[src/rtl/imgproc_pkg.sv]
// Shared types and constants for the synthetic Bayer source and the imgproc chain.
package imgproc_pkg;

    typedef enum logic [1:0] {IDLE, ACTIVE, HBLANK, VBLANK} gen_state_t;
    typedef enum logic [1:0] {PAT_BARS, PAT_RAMP, PAT_CHECK, PAT_CONST} pat_mode_t;

    localparam int PIX_W = 12;

    // {R,G,B} per bar, left to right: white, yellow, cyan, green, magenta, red, blue, black
    localparam logic [0:7][2:0] BAR_RGB = {3'b111, 3'b110, 3'b011, 3'b010,
                                           3'b101, 3'b100, 3'b001, 3'b000};

endpackage

[src/rtl/bayer_pattern.sv]
// Combinational test-pattern generator: picks one GRBG Bayer sample for pixel (x, y).
module bayer_pattern
    import imgproc_pkg::*;
#(
    parameter int XW = 10,
    parameter int YW = 9
) (
    input  pat_mode_t        mode,
    input  logic [XW-1:0]    x,
    input  logic [YW-1:0]    y,
    input  logic [2:0]       barIdx,
    input  logic [PIX_W-1:0] constVal,
    output logic [PIX_W-1:0] pixel
);

    logic [PIX_W-1:0] xs;
    logic [PIX_W-1:0] ys;
    logic [PIX_W-1:0] rampSum;
    logic [2:0]       rgb;
    logic             chanOn;

    // Only the low 12 bits of X and Y matter: the ramp wraps at 4096 and the checker uses bit 3.
    always_comb begin
        xs      = PIX_W'(x);
        ys      = PIX_W'(y);
        rampSum = xs + ys;
        rgb     = BAR_RGB[barIdx];
        case ({ys[0], xs[0]})
            2'b01:   chanOn = rgb[2];
            2'b10:   chanOn = rgb[0];
            default: chanOn = rgb[1];
        endcase
        pixel = '0;
        unique case (mode)
            PAT_BARS:  pixel = {PIX_W{chanOn}};
            PAT_RAMP:  pixel = rampSum;
            PAT_CHECK: pixel = {PIX_W{xs[3] ^ ys[3]}};
            PAT_CONST: pixel = constVal;
        endcase
    end

endmodule

[src/rtl/bayer_stream_gen.sv]
// Synthetic sensor source: emits GRBG Bayer frames with line and frame blanking,
// standing in for the capture block in front of imgproc.
module bayer_stream_gen
    import imgproc_pkg::*;
#(
    parameter int H_ACTIVE = 640,
    parameter int V_ACTIVE = 480,
    parameter int H_BLANK  = 16,
    parameter int V_BLANK  = 4
) (
    input  logic        iCLK,
    input  logic        iRST,
    input  logic        iRUN,
    input  logic [1:0]  iMODE,
    input  logic [11:0] iCONST,
    output logic [11:0] oDATA,
    output logic        oDVAL,
    output logic [15:0] oX_Cont,
    output logic [15:0] oY_Cont,
    output logic [31:0] oFrame_Cont,
    output logic        oBUSY
);

    localparam int XW     = $clog2(H_ACTIVE);
    localparam int YW     = $clog2(V_ACTIVE);
    localparam int VB_LEN = V_BLANK * (H_ACTIVE + H_BLANK);
    localparam int BLW    = $clog2(VB_LEN);
    localparam int BAR_W  = H_ACTIVE / 8;
    localparam int BPW    = (BAR_W > 1) ? $clog2(BAR_W) : 1;

    localparam logic [XW-1:0]  X_LAST   = XW'(H_ACTIVE - 1);
    localparam logic [YW-1:0]  Y_LAST   = YW'(V_ACTIVE - 1);
    localparam logic [BLW-1:0] HB_LAST  = BLW'(H_BLANK - 1);
    localparam logic [BLW-1:0] VB_LAST  = BLW'(VB_LEN - 1);
    localparam logic [BPW-1:0] BAR_LAST = BPW'(BAR_W - 1);

    gen_state_t       state;
    gen_state_t       nextState;
    pat_mode_t        mode;
    logic [XW-1:0]    xCnt;
    logic [YW-1:0]    yCnt;
    logic [BLW-1:0]   blankCnt;
    logic [2:0]       barIdx;
    logic [BPW-1:0]   barPix;
    logic [PIX_W-1:0] pixel;
    logic             frameEnd;
    logic             frameStart;

    always_ff @(posedge iCLK) begin
        if (iRST) state <= IDLE;
        else      state <= nextState;
    end

    always_comb begin
        nextState  = state;
        frameEnd   = (state == VBLANK) && (blankCnt == VB_LAST);
        frameStart = iRUN && ((state == IDLE) || frameEnd);
        unique case (state)
            IDLE:    if (iRUN) nextState = ACTIVE;
            ACTIVE:  if (xCnt == X_LAST) nextState = HBLANK;
            HBLANK:  if (blankCnt == HB_LAST) nextState = (yCnt == Y_LAST) ? VBLANK : ACTIVE;
            VBLANK:  if (frameEnd) nextState = iRUN ? ACTIVE : IDLE;
            default: nextState = IDLE;
        endcase
    end

    bayer_pattern #(.XW(XW), .YW(YW)) uPattern (
        .mode     (mode),
        .x        (xCnt),
        .y        (yCnt),
        .barIdx   (barIdx),
        .constVal (iCONST),
        .pixel    (pixel)
    );

    // Outputs describe the position generated in the previous cycle, so every output is a plain register.
    always_ff @(posedge iCLK) begin
        if (iRST) begin
            oDATA       <= '0;
            oDVAL       <= 1'b0;
            oX_Cont     <= '0;
            oY_Cont     <= '0;
            oFrame_Cont <= '0;
            oBUSY       <= 1'b0;
            mode        <= PAT_BARS;
            xCnt        <= '0;
            yCnt        <= '0;
            blankCnt    <= '0;
            barIdx      <= '0;
            barPix      <= '0;
        end else begin
            oBUSY   <= (state != IDLE);
            oDVAL   <= (state == ACTIVE);
            oDATA   <= (state == ACTIVE) ? pixel : '0;
            oX_Cont <= (state == ACTIVE) ? 16'(xCnt) : 16'd0;
            oY_Cont <= (state == ACTIVE || state == HBLANK) ? 16'(yCnt) : 16'd0;
            if (frameStart) mode <= pat_mode_t'(iMODE);
            if (frameEnd)   oFrame_Cont <= oFrame_Cont + 32'd1;

            unique case (state)
                IDLE: begin
                    xCnt     <= '0;
                    yCnt     <= '0;
                    blankCnt <= '0;
                    barIdx   <= '0;
                    barPix   <= '0;
                end
                ACTIVE: begin
                    if (xCnt == X_LAST) begin
                        xCnt     <= '0;
                        barIdx   <= '0;
                        barPix   <= '0;
                        blankCnt <= '0;
                    end else begin
                        xCnt <= xCnt + XW'(1);
                        // Bar index advances every BAR_W pixels without needing a divider.
                        if (barPix == BAR_LAST) begin
                            barPix <= '0;
                            barIdx <= barIdx + 3'd1;
                        end else begin
                            barPix <= barPix + BPW'(1);
                        end
                    end
                end
                HBLANK: begin
                    if (blankCnt == HB_LAST) begin
                        blankCnt <= '0;
                        yCnt     <= (yCnt == Y_LAST) ? '0 : yCnt + YW'(1);
                    end else begin
                        blankCnt <= blankCnt + BLW'(1);
                    end
                end
                VBLANK: begin
                    blankCnt <= frameEnd ? '0 : blankCnt + BLW'(1);
                end
                default: blankCnt <= '0;
            endcase
        end
    end

endmodule

[config.mk]
export PLATFORM = sky130hd
export DESIGN_NAME = bayer_stream_gen
export DESIGN_NICKNAME = d
export VERILOG_FILES = /design/src/rtl/imgproc_pkg.sv /design/src/rtl/bayer_pattern.sv /design/src/rtl/bayer_stream_gen.sv
export SDC_FILE = /design/constraint.sdc
export NUM_CORES = 1
export LEC_CHECK = 0
export CAP_MARGIN = 30
export CORE_ASPECT_RATIO = 1.75
export CORE_UTILIZATION = 51
export CTS_BUF_LIST = sky130_fd_sc_hd__clkbuf_4 sky130_fd_sc_hd__clkbuf_8
export DETAILED_ROUTE_END_ITERATION = 10
export PLACE_DENSITY = 0.78
export SYNTH_ARGS = -nofsm -noshare
export SYNTH_HDL_FRONTEND = slang
export SYNTH_HIERARCHICAL = 1
export SYNTH_SLANG_ARGS = --single-unit
[constraint.sdc]
create_clock -name iCLK -period 2.9 [get_ports iCLK]
set_input_delay 0.435 -clock iCLK [delete_from_list [all_inputs] [get_ports iCLK]]
set_output_delay 0.435 -clock iCLK [all_outputs]
set_load 0.02 [all_outputs]
Yosys cells after proc, flatten, opt, wreduce, memory -nomap -nowiden

Memory sizes are Yosys's and may differ from the RTL's.
Cells that the tools add are included.

Memories: 1
Bits in read-only memories: 24
Register bits: 123
Logic and storage cells: 86

$lt $le $gt $ge: 1
Bitwise logic cells: 4
Reductions and logical operators: 14
Equal/unequal tests: 18
$add $sub $neg: 7
Muxes and demuxes: 26

Memory list:

| memory          | words | width | rd ports | clocked after Yosys merged registers in | write ports | RTL line            | source |
|---|---|---|---|---|---|---|---|
| (no name shown) | 8     | 3     | 1        | 0                                       | 0           | bayer_pattern.sv:27 | `rgb = BAR_RGB[barIdx];` |

Operator list:

| kind                    | number |
|---|---|
| $pmux W12 S4            | 2 |
| $mux W12                | 3 |
| $add A32 B1 Y32 const B | 1 |
| $pmux W10 S2            | 1 |
| $mux W9                 | 2 |
| $pmux W9 S2             | 1 |
| $mux W7                 | 2 |
| $pmux W7 S2             | 1 |
| $add A12 B1 Y12 const B | 1 |
| $eq A12 B12 Y1 const B  | 1 |
| $eq A12 B4 Y1 const B   | 1 |
| $mux W3                 | 4 |
| $add A10 B9 Y11         | 1 |
| $add A10 B1 Y10 const B | 1 |
| $eq A10 B10 Y1 const B  | 1 |
| $eq A2 B2 Y1 const B    | 5 |
| $mux W10                | 1 |
| $mux W2                 | 5 |
| $add A9 B1 Y9 const B   | 1 |
| $eq A9 B9 Y1 const B    | 1 |
| $ne A2 B2 Y1 const B    | 4 |
| $pmux W2 S4             | 1 |
| $add A7 B1 Y7 const B   | 1 |
| $eq A7 B7 Y1 const B    | 1 |
| other kinds (17)        | 27 |

Logic depth before layout (Yosys ltp)

Gate-level depths: netlist of the first run.

Depth in word-level cells: 6
Mapped depth: 9
Depth with buffers taken out: 9

Cells and area by module

Netlist of the first run, hierarchy kept.

By module, submodules not included:

| module           | seq. area each (um2) | area each (um2) | instances | cells an instance |
|---|---|---|---|---|
| bayer_stream_gen | 2,202.1              | 4,812.1         | 1         | 546 |
| bayer_pattern    | 0.0                  | 626.9           | 1         | 87 |

Least setup slack after synthesis of the first run

No wires, ideal clock.

Kind: flip-flop to flip-flop
Start point: register blankCnt[6]
End point: register oFrame_Cont[24]
Required time: 2.768 ns
Path slack: 0.647 ns
Library setup time: 0.132 ns
Data arrival time: 2.120 ns
Cell stages (with the launch flop): 8
Period minus slack after synthesis: 2.253 ns
Cells stage by stage: dfxtp_1 or4_4 nor4_4 nand4_2 clkbuf_1 clkbuf_1 o31ai_1 a21oi_1

Longest elaborated chain between the ends: 2

Ends and longest elaborated chain:

| element                  | RTL line                | source |
|---|---|---|
| start: declaration       | bayer_stream_gen.sv:42  | `logic [BLW-1:0] blankCnt;` |
| start signal: assignment | bayer_stream_gen.sv:130 | `blankCnt <= blankCnt + BLW'(1);` |
| start signal: assignment | bayer_stream_gen.sv:134 | `blankCnt <= frameEnd ? '0 : blankCnt + BLW'(1);` |
| $eq A12 B12 Y1           | bayer_stream_gen.sv:56  | `frameEnd = (state == VBLANK) && (blankCnt == VB_LAST);` |
| $logic_and A1 B1 Y1      | bayer_stream_gen.sv:56  |  |
| end signal: assignment   | bayer_stream_gen.sv:98  | `if (frameEnd) oFrame_Cont <= oFrame_Cont + 32'd1;` |
| end: declaration         | bayer_stream_gen.sv:20  | `output logic [31:0] oFrame_Cont,` |

No other way between the ends.
A chain may end at the register's enable or synchronous reset.

Worst setup path in the final report of the first run

Start point: register blankCnt[6]
End point: register oFrame_Cont[31]

Same word-level chain as after synthesis.

==> results.sh, run 1 <==
export IMPL_slew_headroom=0.592
export IMPL_numCtsBuffers=9
export IMPL_synthArstFlopShare=0
export IMPL_synth_cell_type_count=59
export IMPL_gp_congestion=0.882
export IMPL_holdBufCountCts=0
export IMPL_p_leak_nw=2.35
export IMPL_syn_area_um2=5440
export IMPL_final_period_utilization=0.847
export IMPL_finClkSkew_ns=0.0112
export IMPL_place_ws_ns=0.476
export IMPL_post_cts_buffers=0
export IMPL_die_y_um=139
export IMPL_critical_path_required_ns=3.21
export IMPL_setup_viol=0
export IMPL_grt_max_degree=44
export IMPL_post_drt_wl_per_cell_um=16.5
export IMPL_die_area_um2=11100
export IMPL_p_per_area_nw_per_um2=573
export IMPL_netlist_instances=633
export IMPL_r2r_worst_path_cells=6
export IMPL_core_rowCount=49
export IMPL_track_usage=0.258
export IMPL_maxCapViolations=0
export IMPL_worst_setup_path_end_kind="register"
export IMPL_critPathKind="register to register"
export IMPL_critPathMaxFanout=10
export IMPL_drtAntennaViolNets=0
export IMPL_vias=4988
export IMPL_post_cts_resized=0
export IMPL_slew_viol_final=0
export IMPL_synth_ff_type="dfxtp_1"
export IMPL_stdcell_area_um2=6510
export IMPL_clockBufferDepth=2
export IMPL_drive_gt1_frac=0.0620
export IMPL_max_slew_worst_pin_slew_ns=0.608
export IMPL_hp_class="primary input to register"
export IMPL_fin_ws_ns=0.444
export IMPL_drc_errors=0
export IMPL_io_buffers=81
export IMPL_drtIter0Drc=221
export IMPL_firstDrtPassIters=5
export IMPL_period_needed_ns=2.46
export IMPL_cts_tree="done"
export IMPL_initial_core_util=0.528
export IMPL_grt_pass1_vias=5029
export IMPL_core_um2=10300
export IMPL_max_freq_mhz=407
export IMPL_routed_wl_mm=13.8
export IMPL_cts_root_buf="clkbuf_8"
export IMPL_ys_ff_latch=110
export IMPL_via_per_inst=5.96
export IMPL_die_width_um=80.1
export IMPL_antenna_found_initial=0
export IMPL_finalHoldViolCount=0
export IMPL_nets=744
export IMPL_arrival_ns=2.76
export IMPL_dp_hpwl_mm=10.0
export IMPL_overflow=0
export IMPL_htreeDepth=3
export IMPL_ios=95
export IMPL_crit_path_start_kind="register"
export IMPL_grt_first_pass_wirelength_mm=22.9
export IMPL_status="finished, final reports clean"
export IMPL_synth_warnings=6
export IMPL_vdd_drop_max_v=0.000303
export IMPL_dp_cells=821
export IMPL_tns_ns=0
export IMPL_ys_seq_area_frac=0.405
export IMPL_synth_edf_count=0
export IMPL_worstHoldPathCells=2
export IMPL_antennaDiodeCount=0
export IMPL_place_area_um2=6320
export IMPL_rsz0062_at_grt="no"
export IMPL_cts_sinks=110
export IMPL_synth_area_per_cell_um2=8.59
export IMPL_insertion_delay_ns=0.38
export IMPL_final_cells=837
export IMPL_ff2ff_setup_slack_ns=0.44
export IMPL_power_total_w=0.00373
export IMPL_clkSlewWorstSetupHoldPaths_ns=0.10
export IMPL_area_growth_pct=19.6
-- critical path: stages, from the launching register on --
cell and delay, ns:
dfxtp_1 0.38, or4_4 0.59, nor4_4 0.33, buf_4 0.23
nand4_2 0.18, or4_1 0.52, a21oi_1 0.16
-- synth_stat cells (all sizes together), types with 2 or more instances --
master   instances  area [um^2]
and4             5         45.0
o2bb2ai          2         17.5
a21o             3         22.5
nor2            49          184
xor2            24          210
o21ai           18         90.1
nand3b           5         37.5
a211oi           2         15.0
dfxtp          110         2200
a221o            7         70.1
or4             23          176
inv             24         90.1
nor3            10         50.1
or4b             2         20.0
nand4           20          138
ha              21          263
clkbuf          28          105
o31ai           23          178
nor4             6         52.6
nand3           31          160
a31oi            2         12.5
a32oi            2         17.5
and3            28          175
xnor2           11         96.3
buf             17          118
or3             10         62.6
and2            12         75.1
o2111ai          3         26.3
or2              3         18.8
nor2b            4         25.0
o32ai            5         43.8
mux2i            2         20.0
a22oi            2         15.0
nand2b           5         31.3
a21oi           56          284
nand2           46          173
-- report_power, final --
group	switching, W	internal [W]	leakage (nW)	total [W]
sequential	0.0000760	0.00160	0.888	0.00167
clock	0.000540	0.000339	0.0849	0.000879
combinational	0.000707	0.000469	1.38	0.00118
-- cells by family (layout without fill, tap and decap cells) --
logic type | count (synthesis) | in the layout | synth area share
simple gates | 261 | 261 | 0.265
mux | 2 | 2 | 0.00368
compound gates | 133 | 133 | 0.159
other cells | 1 | 13 | 0.000689
xor+xnor | 35 | 35 | 0.0564
flops | 110 | 110 | 0.405
fa+ha+maj | 22 | 22 | 0.0520
buf+inv | 69 | 134 | 0.0575
-- sequential cells by signal (all words and copies together), names as in the netlist --
| signal | count |
|---|---|
| barIdx | 3 |
| barPix | 7 |
| blankCnt | 12 |
| mode | 2 |
| oBUSY | 1 |
| oDATA | 12 |
| oDVAL | 1 |
| oFrame_Cont | 32 |
| oX_Cont | 10 |
| oY_Cont | 9 |
| state | 2 |
| xCnt | 10 |
| yCnt | 9 |
-- per-stage QoR --
| step | util | hold slack [ns] |
|---|---|---|
| global route | 0.632 | 0.461 |
| finish | 0.632 | 0.453 |
| CTS | 0.632 | 0.433 |
| detailed placement | 0.614 | 0.484 |
| floorplan | - | 0.453 |
| global placement | 0.614 | 0.467 |
-- metal layers --
layer	GRT usage	up-vias	wire, um
li1	-	2413	-
met5	0	-	0
met3	0.0336	49	552
met1	0.266	2371	5210
met4	0.163	0	682
met2	0.471	155	7330
-- layout by cell type, fill, tap and decap left out, drive strengths merged, types with 11 or more instances in the layout --
master         instances
o31ai                 23
buf                   14
nand3                 31
clkdlybuf4s50         80
nor2                  49
xnor2                 11
and2                  12
nand4                 20
nand2                 46
dfxtp                110
xor2                  24
inv                   25
o21ai                 18
or4                   23
a21oi                 56
and3                  28
conb                  13
ha                    21
-- path summary, 6_finish.rpt --
kind                                          startpoint                            to
worst max register to register  blankCnt[6]$_SDFFE_PP0P_  oFrame_Cont[31]$_SDFFE_PP0P_
worst min-delay path                                iRST   oFrame_Cont[0]$_SDFFE_PP0P_
worst max-delay path            blankCnt[6]$_SDFFE_PP0P_  oFrame_Cont[31]$_SDFFE_PP0P_
worst min register to register    barPix[2]$_SDFFE_PP0P_        barPix[2]$_SDFFE_PP0P_
-- layout make-up --
| cell class | count | area, um^2 |
|---|---|---|
| clock buffer | 10 | 138 |
| clock inverter | 6 | 45.0 |
| fill | 896 | 3790 |
| inverter | 24 | 90.1 |
| multi-input combinational | 466 | 2970 |
| sequential | 110 | 2200 |
| tap | 127 | 159 |
| timing repair buffer | 94 | 903 |
Note: power is estimated with default switching activity, not from simulation.
==> run 2: changes to the inputs <==
- CORE_UTILIZATION: 51 -> 50
- PLACE_DENSITY: 0.78 -> 0.79
- clock period: 2.9 -> 2.2 ns (I/O delays scaled with it)
==> run 2 against run 1 <==
Net effect: the flow now finishes with violations (negative setup slack); routed wire length grew 16%; first-iteration DRC count grew 55%; clock-buffer cell count shrank 1; hold slack lost 0.084 ns; sequential power grew 31%; register-to-register slack lost 0.46 ns; worst setup slack lost 0.46 ns; combinational power grew 60%; largest cell class unchanged.
==> results.sh, run 2 (synthesis results as in run 1) <==
export IMPL_status="complete, but fails checks"
export IMPL_failed_checks="negative setup slack"
export IMPL_crit_path_start_kind="register"
export IMPL_numCtsBuffers=9
export IMPL_die_width_um=80.8
export IMPL_die_y_um=140
export IMPL_fillers=851
export IMPL_post_drt_wl_per_cell_um=17.9
export IMPL_core_um2=10600
export IMPL_nets=799
export IMPL_maxCapViolations=0
export IMPL_drive_gt1_frac=0.171
export IMPL_dp_hpwl_mm=11.1
export IMPL_grt_pass1_vias=5370
export IMPL_holdWs_ns=0.368
export IMPL_initial_core_util=0.511
export IMPL_drtIter0Drc=342
export IMPL_p_leak_nw=2.70
export IMPL_fin_ws_ns=-0.0163
export IMPL_insertion_delay_ns=0.39
export IMPL_gp_congestion=0.944
export IMPL_die_area_um2=11300
export IMPL_period_needed_ns=2.22
export IMPL_worst_setup_path_end_kind="register"
export IMPL_critPathKind="register to register"
export IMPL_core_rowCount=50
export IMPL_place_area_um2=6700
export IMPL_grt_max_degree=36
export IMPL_rsz0062_at_grt="yes"
export IMPL_finalHoldViolCount=0
export IMPL_crit_buf_inv=1
export IMPL_critPathMaxFanout=3
export IMPL_layout_commonest_cell="dfxtp_1"
export IMPL_firstDrtPassIters=5
export IMPL_clockBufferDepth=2
export IMPL_drtAntennaViolNets=0
export IMPL_grt_first_pass_wirelength_mm=24.5
export IMPL_overflow=0
export IMPL_cts_root_buf="clkbuf_8"
export IMPL_setup_viol=2
export IMPL_clkSlewWorstSetupHoldPaths_ns=0.11
export IMPL_worst_path_max_delay_cell="or4_4"
export IMPL_htreeDepth=3
export IMPL_tns_ns=-0.0281
export IMPL_drc_errors=0
export IMPL_arrival_ns=2.54
export IMPL_p_per_area_nw_per_um2=733
export IMPL_reg_top3="oFrame_Cont x32, blankCnt x12, oDATA x12"
export IMPL_stdcell_area_um2=7150
export IMPL_hp_class="primary input to register"
export IMPL_track_usage=0.278
export IMPL_via_per_inst=6.07
export IMPL_final_cells=895
export IMPL_holdBufCountCts=0
export IMPL_antennaDiodeCount=0
export IMPL_regMostFlops="oFrame_Cont"
export IMPL_largest_reg_flops=32
export IMPL_slew_viol_final=0
export IMPL_final_cell_mix="dfxtp_1 (104), clkdlybuf4s50_1 (80), buf_4 (62)"
export IMPL_antenna_found_initial=0
export IMPL_dp_cells=870
export IMPL_cts_tree="done"
export IMPL_routed_wl_mm=16.0
export IMPL_place_ws_ns=-0.00674
export IMPL_path_delay_family="simple AND/OR/NAND/NOR gates"
export IMPL_final_period_utilization=1.01
export IMPL_cts_sinks=110
export IMPL_ios=95
export IMPL_io_buffers=81
export IMPL_critical_path_required_ns=2.52
export IMPL_finClkSkew_ns=0.0198
export IMPL_vias=5429
export IMPL_path_cells="or4_4 > nor4_4 > buf_4 > nand4_4 > or4_4 > a21oi_1"
export IMPL_max_freq_mhz=451
export IMPL_critPathMostFrequentCell="or4_4"
export IMPL_slowest_delay_ns=0.56
export IMPL_vdd_drop_max_v=0.000503
export IMPL_area_growth_pct=31.4
[run 2: cell types whose count changed in the layout (fill, tap and decap cells not counted), moves of 3 or more]
cell / change
ha_2: +4
dfxtp_1: -6
a21oi_1: -8
a21oi_2: +8
ha_1: -4
buf_4: +49
nand2_1: -3
dfxtp_2: +5
[run 2: stage by stage]
stage | power (W) | utilization
final | 0.00524 | 0.672
after global routing | 0.00550 | 0.672
after CTS | 0.00512 | 0.653
after detailed placement | 0.00397 | 0.630
after global placement | 0.00391 | 0.630
after floorplan | 0.00331 | -
[run 2: layout make-up]
type                       instances  area [um^2]  share of cell area
clock buffer                       9          124              0.0173
clock inverter                     7         57.6             0.00805
inverter                          24         90.1              0.0126
multi-input combinational        466         3140               0.439
sequential                       110         2210               0.310
tap                              130          163              0.0228
timing repair buffer             149         1360               0.191
[run 2: routing by layer]
| layer | GRT usage | share of wire |
|---|---|---|
| met3 | 0.0443 | 0.052 |
| met2 | 0.507 | 0.54 |
| met4 | 0.189 | 0.061 |
| met1 | 0.276 | 0.35 |
| met5 | 0 | 0 |
[run 2: worst register-to-register path: stages, from the launching register on]
cell     delay [ns]
dfxtp_2        0.34
or4_4          0.56
nor4_4         0.27
buf_4          0.22
nand4_4        0.12
or4_4          0.50
a21oi_1        0.15
[run 2: worst paths after layout]
check / startpoint / to / slack [ns] / cells after the start
worst max-delay path: blankCnt[6]$_SDFFE_PP0P_ / oFrame_Cont[31]$_SDFFE_PP0P_ / -0.02 / 6
worst min-delay path: iRST / oFrame_Cont[0]$_SDFFE_PP0P_ / 0.37 / 2
worst min register to register: barPix[6]$_SDFFE_PP0P_ / barPix[6]$_SDFFE_PP0P_ / 0.50 / 2
worst max register to register: blankCnt[6]$_SDFFE_PP0P_ / oFrame_Cont[31]$_SDFFE_PP0P_ / -0.02 / 6
[run 2: power breakdown]
group          internal, W  switching, W  leakage [nW]  total, W
clock             0.000424      0.000733        0.0824   0.00116
sequential         0.00210     0.0000858         0.891   0.00219
combinational     0.000808       0.00108          1.73   0.00189
total              0.00334       0.00190          2.70   0.00524
[run 2: what timing repair did]
item                                    CTS  global route
pin swaps                                 1            11
resized for setup                         3            39
setup buffers                             5             2
gates cloned                              0             2
endpoints found under the setup margin   18            45
